**config.mk**
```make
export PLATFORM = sky130hd
export DESIGN_NAME = uart_tx_arbiter
export DESIGN_NICKNAME = d
export VERILOG_FILES = /design/src/rtl/uart_tx_arbiter.sv
export SDC_FILE = /design/constraint.sdc
export NUM_CORES = 1
export LEC_CHECK = 0
export BUFFER_PORTS_ARGS = -buffer_cell sky130_fd_sc_hd__clkbuf_2
export CORE_UTILIZATION = 45
export CTS_CLUSTER_DIAMETER = 40
export DETAILED_ROUTE_END_ITERATION = 8
export PLACE_DENSITY = 0.78
export SYNTH_ARGS = -nofsm -noshare
export SYNTH_HDL_FRONTEND = slang
export SYNTH_SLANG_ARGS = --single-unit
```
**constraint.sdc**
```tcl
create_clock -name clk -period 2.7 [get_ports clk]
set_input_delay 0 -clock clk [delete_from_list [all_inputs] [get_ports clk]]
set_output_delay 0 -clock clk [all_outputs]
set_load 0.01 [all_outputs]
```
**src/rtl/uart_tx_arbiter.sv**
```systemverilog
// Round-robin packet arbiter sharing one uart_tx serializer among NUM_REQ
// byte-stream requesters. A granted requester keeps the serializer until the
// byte flagged req_last has gone out on the line.
// Optional build macro: UART_TX_ARB_TIMEOUT_EN releases a packet lock once it
// has sat idle for TIMEOUT_CYCLES cycles and pulses timeout_err.
module uart_tx_arbiter #(
  parameter int unsigned NUM_REQ        = 4,
  parameter int unsigned TIMEOUT_CYCLES = 4096
) (
  input  logic                   clk,
  input  logic                   rst_n,
  input  logic [NUM_REQ-1:0]     req_valid,
  input  logic [8*NUM_REQ-1:0]   req_data,
  input  logic [NUM_REQ-1:0]     req_last,
  output logic [NUM_REQ-1:0]     req_ready,
  output logic                   tx_start,
  output logic [7:0]             tx_data,
  input  logic                   tx_busy,
  output logic [NUM_REQ-1:0]     grant,
  output logic                   pkt_active,
  output logic                   timeout_err
);

  localparam int unsigned PTR_W = (NUM_REQ > 1) ? $clog2(NUM_REQ) : 1;

  // Reject configurations outside the supported range at elaboration.
  if (NUM_REQ < 1 || NUM_REQ > 8 || TIMEOUT_CYCLES < 1) begin : g_param_check
    $error("uart_tx_arbiter: NUM_REQ must be 1..8 and TIMEOUT_CYCLES >= 1");
  end

  typedef enum logic [2:0] {
    ST_IDLE      = 3'd0,
    ST_LOAD      = 3'd1,
    ST_START     = 3'd2,
    ST_WAIT_BUSY = 3'd3,
    ST_WAIT_DONE = 3'd4,
    ST_HOLD      = 3'd5
  } state_t;

  state_t             state_q, state_d;
  logic [NUM_REQ-1:0] grant_d;
  logic [PTR_W-1:0]   g_idx_q, g_idx_d;
  logic [PTR_W-1:0]   rr_ptr_q, rr_ptr_d;
  logic               last_q, last_d;
  logic               pkt_active_d;
  logic [7:0]         tx_data_d;
  logic               accept;
  logic               arb_found;
  logic [PTR_W-1:0]   arb_sel;

`ifdef UART_TX_ARB_TIMEOUT_EN
  localparam int unsigned CNT_W = $clog2(TIMEOUT_CYCLES + 1);
  logic [CNT_W-1:0] cnt_q, cnt_d;
  logic             timeout_d;
`endif

  // (base + off) modulo NUM_REQ; off never exceeds NUM_REQ.
  function automatic logic [PTR_W-1:0] wrap_add(input logic [PTR_W-1:0] base,
                                                input int unsigned off);
    int unsigned k;
    k = 32'(base) + off;
    if (k >= NUM_REQ) k = k - NUM_REQ;
    return PTR_W'(k);
  endfunction

  // Next-state, handshake and next-register-value logic.
  always_comb begin
    state_d      = state_q;
    grant_d      = grant;
    g_idx_d      = g_idx_q;
    rr_ptr_d     = rr_ptr_q;
    last_d       = last_q;
    pkt_active_d = pkt_active;
    tx_data_d    = tx_data;
    req_ready    = '0;
    accept       = 1'b0;
    arb_found    = 1'b0;
    arb_sel      = rr_ptr_q;
`ifdef UART_TX_ARB_TIMEOUT_EN
    cnt_d        = cnt_q;
    timeout_d    = 1'b0;
`endif

    // First valid requester at or after rr_ptr, wrapping.
    for (int unsigned i = 0; i < NUM_REQ; i++) begin
      if (!arb_found && req_valid[wrap_add(rr_ptr_q, i)]) begin
        arb_found = 1'b1;
        arb_sel   = wrap_add(rr_ptr_q, i);
      end
    end

    unique case (state_q)
      ST_IDLE: begin
        if (arb_found) begin
          grant_d          = '0;
          grant_d[arb_sel] = 1'b1;
          g_idx_d          = arb_sel;
          state_d          = ST_LOAD;
        end
      end

      ST_LOAD: begin
        // A busy serializer here means external misuse: stall acceptance.
        accept             = req_valid[g_idx_q] && !tx_busy;
        req_ready[g_idx_q] = accept;
        if (accept) begin
          tx_data_d    = req_data[8*g_idx_q +: 8];
          last_d       = req_last[g_idx_q];
          pkt_active_d = 1'b1;
          state_d      = ST_START;
`ifdef UART_TX_ARB_TIMEOUT_EN
          cnt_d        = '0;
`endif
        end
`ifdef UART_TX_ARB_TIMEOUT_EN
        else if (pkt_active && !req_valid[g_idx_q]) begin
          if (cnt_q == CNT_W'(TIMEOUT_CYCLES - 1)) begin
            timeout_d    = 1'b1;
            cnt_d        = '0;
            grant_d      = '0;
            pkt_active_d = 1'b0;
            rr_ptr_d     = wrap_add(g_idx_q, 1);
            state_d      = ST_IDLE;
          end else begin
            cnt_d = cnt_q + CNT_W'(1);
          end
        end
`endif
      end

      ST_START: state_d = ST_WAIT_BUSY;

      // uart_tx registers busy, so it shows up one cycle after tx_start.
      ST_WAIT_BUSY: begin
        if (tx_busy) state_d = ST_WAIT_DONE;
      end

      ST_WAIT_DONE: begin
        if (!tx_busy) begin
          if (last_q) begin
            grant_d      = '0;
            pkt_active_d = 1'b0;
            rr_ptr_d     = wrap_add(g_idx_q, 1);
            state_d      = ST_IDLE;
          end else begin
            state_d = ST_HOLD;
          end
        end
      end

      ST_HOLD: state_d = ST_LOAD;

      default: state_d = ST_IDLE;
    endcase
  end

  // State and registered outputs.
  always_ff @(posedge clk or negedge rst_n) begin
    if (!rst_n) begin
      state_q    <= ST_IDLE;
      grant      <= '0;
      g_idx_q    <= '0;
      rr_ptr_q   <= '0;
      last_q     <= 1'b0;
      pkt_active <= 1'b0;
      tx_data    <= '0;
      tx_start   <= 1'b0;
    end else begin
      state_q    <= state_d;
      grant      <= grant_d;
      g_idx_q    <= g_idx_d;
      rr_ptr_q   <= rr_ptr_d;
      last_q     <= last_d;
      pkt_active <= pkt_active_d;
      tx_data    <= tx_data_d;
      tx_start   <= (state_d == ST_START);
    end
  end

`ifdef UART_TX_ARB_TIMEOUT_EN
  // Idle-lock counter and its one-cycle release pulse.
  always_ff @(posedge clk or negedge rst_n) begin
    if (!rst_n) begin
      cnt_q       <= '0;
      timeout_err <= 1'b0;
    end else begin
      cnt_q       <= cnt_d;
      timeout_err <= timeout_d;
    end
  end
`else
  assign timeout_err = 1'b0;
`endif

endmodule
```
Word level (Yosys, flattened, before mapping)
Index checks and enable logic that the tools add are counted.

Output and inout port bits: 19. Bits of input ports: 43. Register bits after elaboration: 22. Logic and storage cells: 105.

$add $sub $neg: 9. Reduce and logical (&&, ||, !) cells: 18. Shifts and indexed selects: 1. Bitwise logic cells: 2. Muxes and demuxes: 44. Eq/ne operators: 10. Order comparisons: 13.

Operator list (number): variable part select 32 x 6 -> 8 bit (1); < comparator 2 x 3 -> 1 bit (second input constant) (6); 2-to-1 mux 2 bit (9); case mux 3 bit (6 select lines) (1); 2-to-1 mux 4 bit (4); 2-to-1 mux 1 bit (15); 2-to-1 mux 3 bit (5); binary-select mux 1 bit (select 2 bit) (6); >= comparator 3 bit (second input constant) (4); subtractor 2 x 1 -> 2 bit (second input constant) (5); equality test 3 x 2 -> 1 bit (second input constant) (3); != test 2 bit (second input constant) (4); case mux 4 bit (2 select lines) (1); AND reduction 4 bit (2); adder 2 x 1 -> 3 bit (second input constant) (2); adder 2 x 2 -> 3 bit (second input constant) (2); equality test 3 bit (second input constant) (2); logical AND 1 bit (6); AND 4 bit (1); demux 1 bit (select 2 bit) (2); >= comparator 2 x 1 -> 1 bit (second input constant) (2); logical NOT 1 bit (4); AND reduction 2 bit (2); nonzero test 2 bit (2); other kinds (6) (6).

Longest topological paths before layout
Gate-level depths: netlist of run 1.

Word-level depth: 20. Mapped depth: 5. Mapped depth without buffers: 4.

Least setup slack after synthesis of run 1
No wires, ideal clock.

Path type: flip-flop to flip-flop. Start: reg g_idx_q[0]. End: reg last_q. Slack: 831 ps. Stages on the path, launching flop included: 4. Arrival: 1741 ps. Data required time: 2573 ps. Path buffers: 1. Period minus slack after synthesis: 1869 ps. Library setup time: 127 ps. Cell sequence: dfrtp_1 -> buf_1 -> mux4_2 -> mux2_1.

Longest elaborated chain between the ends: 4. Elaborated cells on any way between the ends: 6. Classes of those cells: mux (4); reduce/logical (2).

Ends and longest elaborated chain: start: declaration (line 42) `logic [PTR_W-1:0] g_idx_q, g_idx_d;`; start signal: assignment (line 171) `g_idx_q <= g_idx_d;`; binary-select mux 1 bit (select 2 bit) (line 104) `accept = req_valid[g_idx_q] && !tx_busy;`; 2-to-1 mux 1 bit (not written as such) (line 104); logical AND 1 bit (line 104); AND reduction 2 bit (no line); end signal: assignment (line 173) `last_q <= last_d;`; end: declaration (line 44) `logic last_q, last_d;`.

Several ways; a longest one is shown, not always the timed one. The select of a mux whose other input is x is not followed. A chain may end at the register's enable or synchronous reset.

Worst setup path after layout of run 1
Start: reg g_idx_q[1]. End: out req_ready[0].

Longest elaborated chain between the ends: 6. Elaborated cells on any way between the ends: 10. Classes of those cells: order compare (2); mux (5); bitwise (1); reduce/logical (2).

Ends and longest elaborated chain: < comparator 2 x 3 -> 1 bit (not written as such) or >= comparator 2 x 1 -> 1 bit (tied branches) (line 105) `req_ready[g_idx_q] = accept;`; logical AND 1 bit (not written as such) (line 105); 2-to-1 mux 1 bit (not written as such) (line 105); demux 1 bit (select 2 bit) (line 105); AND 4 bit (no line) *; 2-to-1 mux 4 bit * (line 92) `unique case (state_q)`; end: declaration (line 15) `output logic [NUM_REQ-1:0] req_ready,`.

Every way passes the cells marked *; elsewhere a longest branch is shown, timed or not. The select of a mux whose other input is x is not followed.

==> metrics.cfg, run 1 <==
[status]
outcome=complete, no violations

[route]
wl_um=3230
top_layer_used=met4
wl_per_cell_um=16.1
drt-met1-wl_um=1260
drtPass1Iterations=4
wl_met2_um=1840
vias=1140
wl_met3_um=107
dr.first_iter.drc_count=11
drc_errors=0
vias_per_cell=5.67
detail-route-antenna-nets=0

[worst_setup_path]
cp-start-kind=register
reg2regPathDepth=4
critPathCaptureType=output port
critPathKind=reg -> out
required_ns=2.70
critPathMaxFanout=15
ff2ff_setup_slack_ns=0.50
cp-endpoint=req_ready[0]
critPathLaunch=g_idx_q[1]
r2r-end=tx_data[5]
arrival_ns=2.35
worstReg2RegStart=g_idx_q[1]

[cells_and_area]
syn_to_final_growth_pct=27.0
multi_input_area_sq_um=733
stdcell_area_sq_um=1690
layout.nets=219
seqCellArea_sq_um=551
drive_above_1_share_pct=49.4
diodes=0
fin_util_pct=60.7
fillers=239

[placed_design]
dpl_cell_area_sq_um=1650
dp_hpwl_um=2610
globalplace.congestion=0.832
portBuffers=60

[die]
dieHeight_um=56.3
ioPinCount=62
die_w_um=56.3
die_area_sq_um=3170
initial_core_util_pct=47.8
num_rows=19
coreArea_sq_um=2780

[clocking]
cts-buffers-inserted=3
cts_buffer_depth=2
cts_resized=0
cts_max_level=1
cts_sinks=22
clk_pin_slew_ns=0.11
cts_root_buf=clkbuf_4
cts_tree=done
clock_latency_ns=0.31

[global_route]
grt_antenna_before_repair=0
grt-ovfl-total=0
grt_pass1_wl_um=5420
grt_pass1_vias=1203
grt_util_all_layers_pct=22.1
grt_max_degree=23

[timing]
skew_ns=0.00256
finalSetupTns_ns=0
fmax_mhz=426
slew_headroom_pct=27.7
fin_crit_sh_pct=86.9
worst_slew_pin_slew_ns=1.07
setup_viol=0
min_period_ns=2.35
slew_viol_final=0
rsz0062_at_grt=no
finalHoldViolCount=0

[pwr]
power_uw=1520
vdd_ir_drop_max_mv=0.631
p_leak_uw=0.000811
power.density_nw_per_um2=902

[yosys]
yosysUniqueCellTypes=37
synth_top_area_share_pct=41.4
ys_ff_latch=22
synthCells=109
netlist_top_cells_area=dfrtp_1, mux4_2, mux2_2
synth_area_per_cell_sq_um=12.2
yosys.area.top_type=dfrtp_1
synth_warnings=0
ys_seq_area_share_pct=41.4
synth.cell_area_sq_um=1330
synthesis.nets=156

[hold_path]
hp-class=in -> reg

[run]
maxCapViolCount=0

layout by cell type, fill, tap and decap left out, drive strengths merged, types with 2 or more instances in the layout:
cell | netlist | layout
clkbuf | 2 | 63
dfrtp | 22 | 22
mux2 | 11 | 11
mux4 | 10 | 10
nor2 | 6 | 6
and2 | 5 | 5
o21ai | 5 | 5
inv | 4 | 4
nor2b | 4 | 4
a21oi | 4 | 4
nand2 | 4 | 4
ha | 4 | 4
nand3 | 3 | 3
nand2b | 3 | 3
nor3 | 3 | 3
a32o | 2 | 2
dlygate4sd3 | 0 | 2
how the worst min path moves through the flow:
stage | start | to | slack [ns] | cells after the start
2_1_floorplan | rst_n | g_idx_q[0] | -0.30 | 0
3_3_place_gp | rst_n | grant[0] | -0.003 | 1
3_5_place_dp | rst_n | grant[0] | 0.008 | 1
4_1_cts | req_data[1] | tx_data[1] | 0.11 | 3
5_1_grt | req_data[14] | tx_data[6] | 0.12 | 3
6_report | req_data[1] | tx_data[1] | 0.11 | 3
worst max-delay path, cell delays in order (launching register included):
cell      delay, ns
dfrtp_1        0.70
mux4_2         0.33
nand2b_2       0.09
nor3_4         0.56
and2_1         0.21
clkbuf_2       0.13
state kept, by name, indices dropped and copies added, names as in the netlist:
signal      count
g_idx_q         2
grant           4
last_q          1
pkt_active      1
rr_ptr_q        2
state_q         3
tx_data         8
tx_start        1
cell families (layout without fill, tap and decap cells):
| kind of cell | count (synthesis) | count (layout) | share of synthesized area (%) |
|---|---|---|---|
| multiplexers | 21 | 21 | 26.6 |
| AND/OR/NAND/NOR | 32 | 32 | 14.0 |
| other | 1 | 1 | 0.282 |
| buffers and inverters | 9 | 70 | 3.39 |
| adder cells (fa/ha/maj) | 4 | 4 | 3.77 |
| flip-flops | 22 | 22 | 41.4 |
| AO/OA/AOI/OAI | 20 | 20 | 10.5 |
where the power goes:
| part | total [uW] | internal [uW] | switching (uW) |
|---|---|---|---|
| Combinational | 764 | 402 | 362 |
| Sequential | 613 | 475 | 139 |
| Clock | 146 | 52.2 | 93.7 |
metal layers:
layer | global-route usage, % | up-vias
met3 | 6.22 | 6
met2 | 43.0 | 27
met4 | 5.23 | 0
met1 | 23.1 | 578
met5 | 0 | -
li1 | - | 529
layout make-up:
type | count | share of cell area, %
clock buffer | 3 | 1.33
inverter | 4 | 0.890
multi-input combinational | 78 | 43.4
sequential | 22 | 32.6
tap | 31 | 2.30
timing repair buffer | 63 | 19.4
stage by stage:
step                hold slack (ns)  instances  setup slack, ns
global route                  0.121        201            0.199
detailed placement          0.00838        196            0.506
global placement           -0.00284        196            0.651
CTS                           0.113        201            0.334
finish                        0.113        201            0.353
floorplan                    -0.296        109            0.831
Yosys cell counts:
master     number
nor2_1          6
a32o_1          2
nand2_1         4
nor3_1          2
o2bb2ai_1       1
buf_4           1
and3b_1         1
a2111oi_0       1
or2_2           1
mux2_2          7
nand2b_1        2
ha_1            4
mux4_1          1
o21a_1          1
a21oi_1         4
buf_6           1
inv_1           4
and2_1          5
nand2b_2        1
buf_1           1
mux2_1          4
o21ai_0         5
o221a_2         1
o41ai_1         1
conb_1          1
o31ai_1         1
nand3_1         3
nand4b_1        1
a21o_1          1
mux4_2          9
a22oi_1         1
a21boi_0        1
nor2b_1         4
dfrtp_1        22
clkbuf_1        2
or3_1           1
nor3_4          1
timing repair:
| action | in CTS | in global routing |
|---|---|---|
| endpoints found under the hold margin | 23 | 0 |
| hold buffers | 2 | 0 |
| setup buffers | 0 | 0 |
Note: power is estimated with default switching activity, not from simulation.
==> run 2: changes to the inputs <==
--- a/config.mk
+++ b/config.mk
@@ -9,7 +9,7 @@
 export CORE_UTILIZATION = 45
 export CTS_CLUSTER_DIAMETER = 40
 export DETAILED_ROUTE_END_ITERATION = 8
-export PLACE_DENSITY = 0.78
+export PLACE_DENSITY_LB_ADDON = 0.15
 export SYNTH_ARGS = -nofsm -noshare
 export SYNTH_HDL_FRONTEND = slang
 export SYNTH_SLANG_ARGS = --single-unit
==> metrics.cfg, run 2 (synthesis gave the netlist of run 1 again) <==
[timing]
slew_headroom_pct=30.9
worst_slew_pin_slew_ns=1.02
fmax_mhz=427
finalSetupTns_ns=0
finalHoldViolCount=0
rsz0062_at_grt=no
min_period_ns=2.34
fin_crit_sh_pct=86.7
slew_viol_final=0
skew_ns=0.00408
setup_viol=0

[clocking]
cts_sinks=22
clk_pin_slew_ns=0.13
cts_root_buf=clkbuf_4
cts_buffer_depth=2
cts_tree=done
cts_max_level=1
clock_latency_ns=0.32
cts_resized=0
cts-buffers-inserted=3

[placed_design]
globalplace.congestion=0.680
dpl_cell_area_sq_um=1650
place_inst=196
portBuffers=60
dp_hpwl_um=2180

[worst_setup_path]
reg2regPathDepth=4
critPathLaunch=g_idx_q[1]
crit_chain=mux4_2, nand2b_2, nor3_4, and2_1, clkbuf_2
max_stage_delay_ns=0.73
r2r-end=tx_data[3]
required_ns=2.70
critPathKind=reg -> out
cp-start-kind=register
ff2ff_setup_slack_ns=0.52
critPathMaxFanout=15
cpMaxStageDelayCell=dfrtp_1
cp-endpoint=req_ready[1]
critPathCaptureType=output port
arrival_ns=2.34
worstReg2RegStart=g_idx_q[1]

[route]
wl_um=2910
wl_per_cell_um=14.4
vias_per_cell=5.43
vias=1097
dr.first_iter.drc_count=31
drc_errors=0
drtPass1Iterations=4
detail-route-antenna-nets=0

[global_route]
grt_max_degree=23
grt_util_all_layers_pct=19.9
grt_antenna_before_repair=0
grt_pass1_vias=1122
grt_pass1_wl_um=4930
grt-ovfl-total=0

[die]
die_w_um=56.3
die_area_sq_um=3170
num_rows=19
ioPinCount=62
dieHeight_um=56.3
coreArea_sq_um=2780
initial_core_util_pct=47.8

[cells_and_area]
biggestRegsByFlops=tx_data: 8 flops, grant: 4 flops, state_q: 3 flops
syn_to_final_growth_pct=28.1
diodes=0
layout.nets=219
drive_above_1_share_pct=49.7
largest_register_ffs=8
regMostFlops=tx_data
layout_commonest_cell=clkbuf_2
fin_util_pct=61.2
final_cell_mix=clkbuf_2, dfrtp_1, mux4_2, mux2_2, nor2_1
stdcell_area_sq_um=1700
instances_no_fill=202

[pwr]
p_leak_uw=0.000818
power.density_nw_per_um2=912
vdd_ir_drop_max_mv=0.622
power_uw=1550

[status]
outcome=complete, no violations

[hold_path]
hp-class=in -> reg

[run]
maxCapViolCount=0

==> run 2: changes by cell type in the layout (fill, tap and decap cells not counted) <==
cell and delta:
clkbuf_8 +1
==> run 2: what timing repair did <==
action / 4_1_cts / 5_1_grt
setup buffers: 0 / 0
hold buffers: 2 / 0
endpoints found under the hold margin: 23 / 0
==> run 2: worst min path at each step <==
stage / from / end / slack (ns) / depth (start not counted)
floorplan: rst_n / g_idx_q[0] / -0.30 / 0
global placement: rst_n / tx_data[6] / 0.02 / 1
detailed placement: rst_n / tx_data[3] / 0.03 / 1
CTS: req_data[7] / tx_data[7] / 0.10 / 3
global route: req_last[0] / last_q / 0.11 / 3
finish: req_data[25] / tx_data[1] / 0.11 / 3
==> run 2: worst max-delay path: cells and delay by family (launching register included) <==
family                 cells  cell delay (ns)
and+or+nand+nor            3             0.82
buffers and inverters      1             0.13
muxes                      1             0.34
DFF                        1             0.73
==> run 2: cell type report <==
class | instances | area (sq um)
Tap cell | 31 | 38.8
Clock buffer | 4 | 36.3
Inverter | 4 | 15.0
Timing Repair Buffer | 63 | 328
Sequential cell | 22 | 551
Fill cell | 226 | 1080
Multi-Input combinational cell | 78 | 733
==> run 2: metrics by stage <==
stage,setup WS [ns],hold WS [ns]
floorplan,0.831,-0.296
global placement,0.578,0.0161
detailed placement,0.514,0.0274
CTS,0.312,0.101
global route,0.201,0.108
finish,0.360,0.110
==> run 2: layer usage <==
layer	vias up	share of wire, %	global-route usage, %
li1	525	-	-
met1	529	45	25.2
met2	36	49	35.2
met3	7	3.8	2.76
met4	0	1.5	6.27
met5	-	0	0
==> run 2: report_power, final <==
part | switching, uW | leakage (uW) | total, uW | internal, uW
clock | 108 | 0.0000210 | 190 | 82.5
combinational | 347 | 0.000525 | 747 | 400
sequential | 140 | 0.000272 | 614 | 474
total | 595 | 0.000818 | 1550 | 956
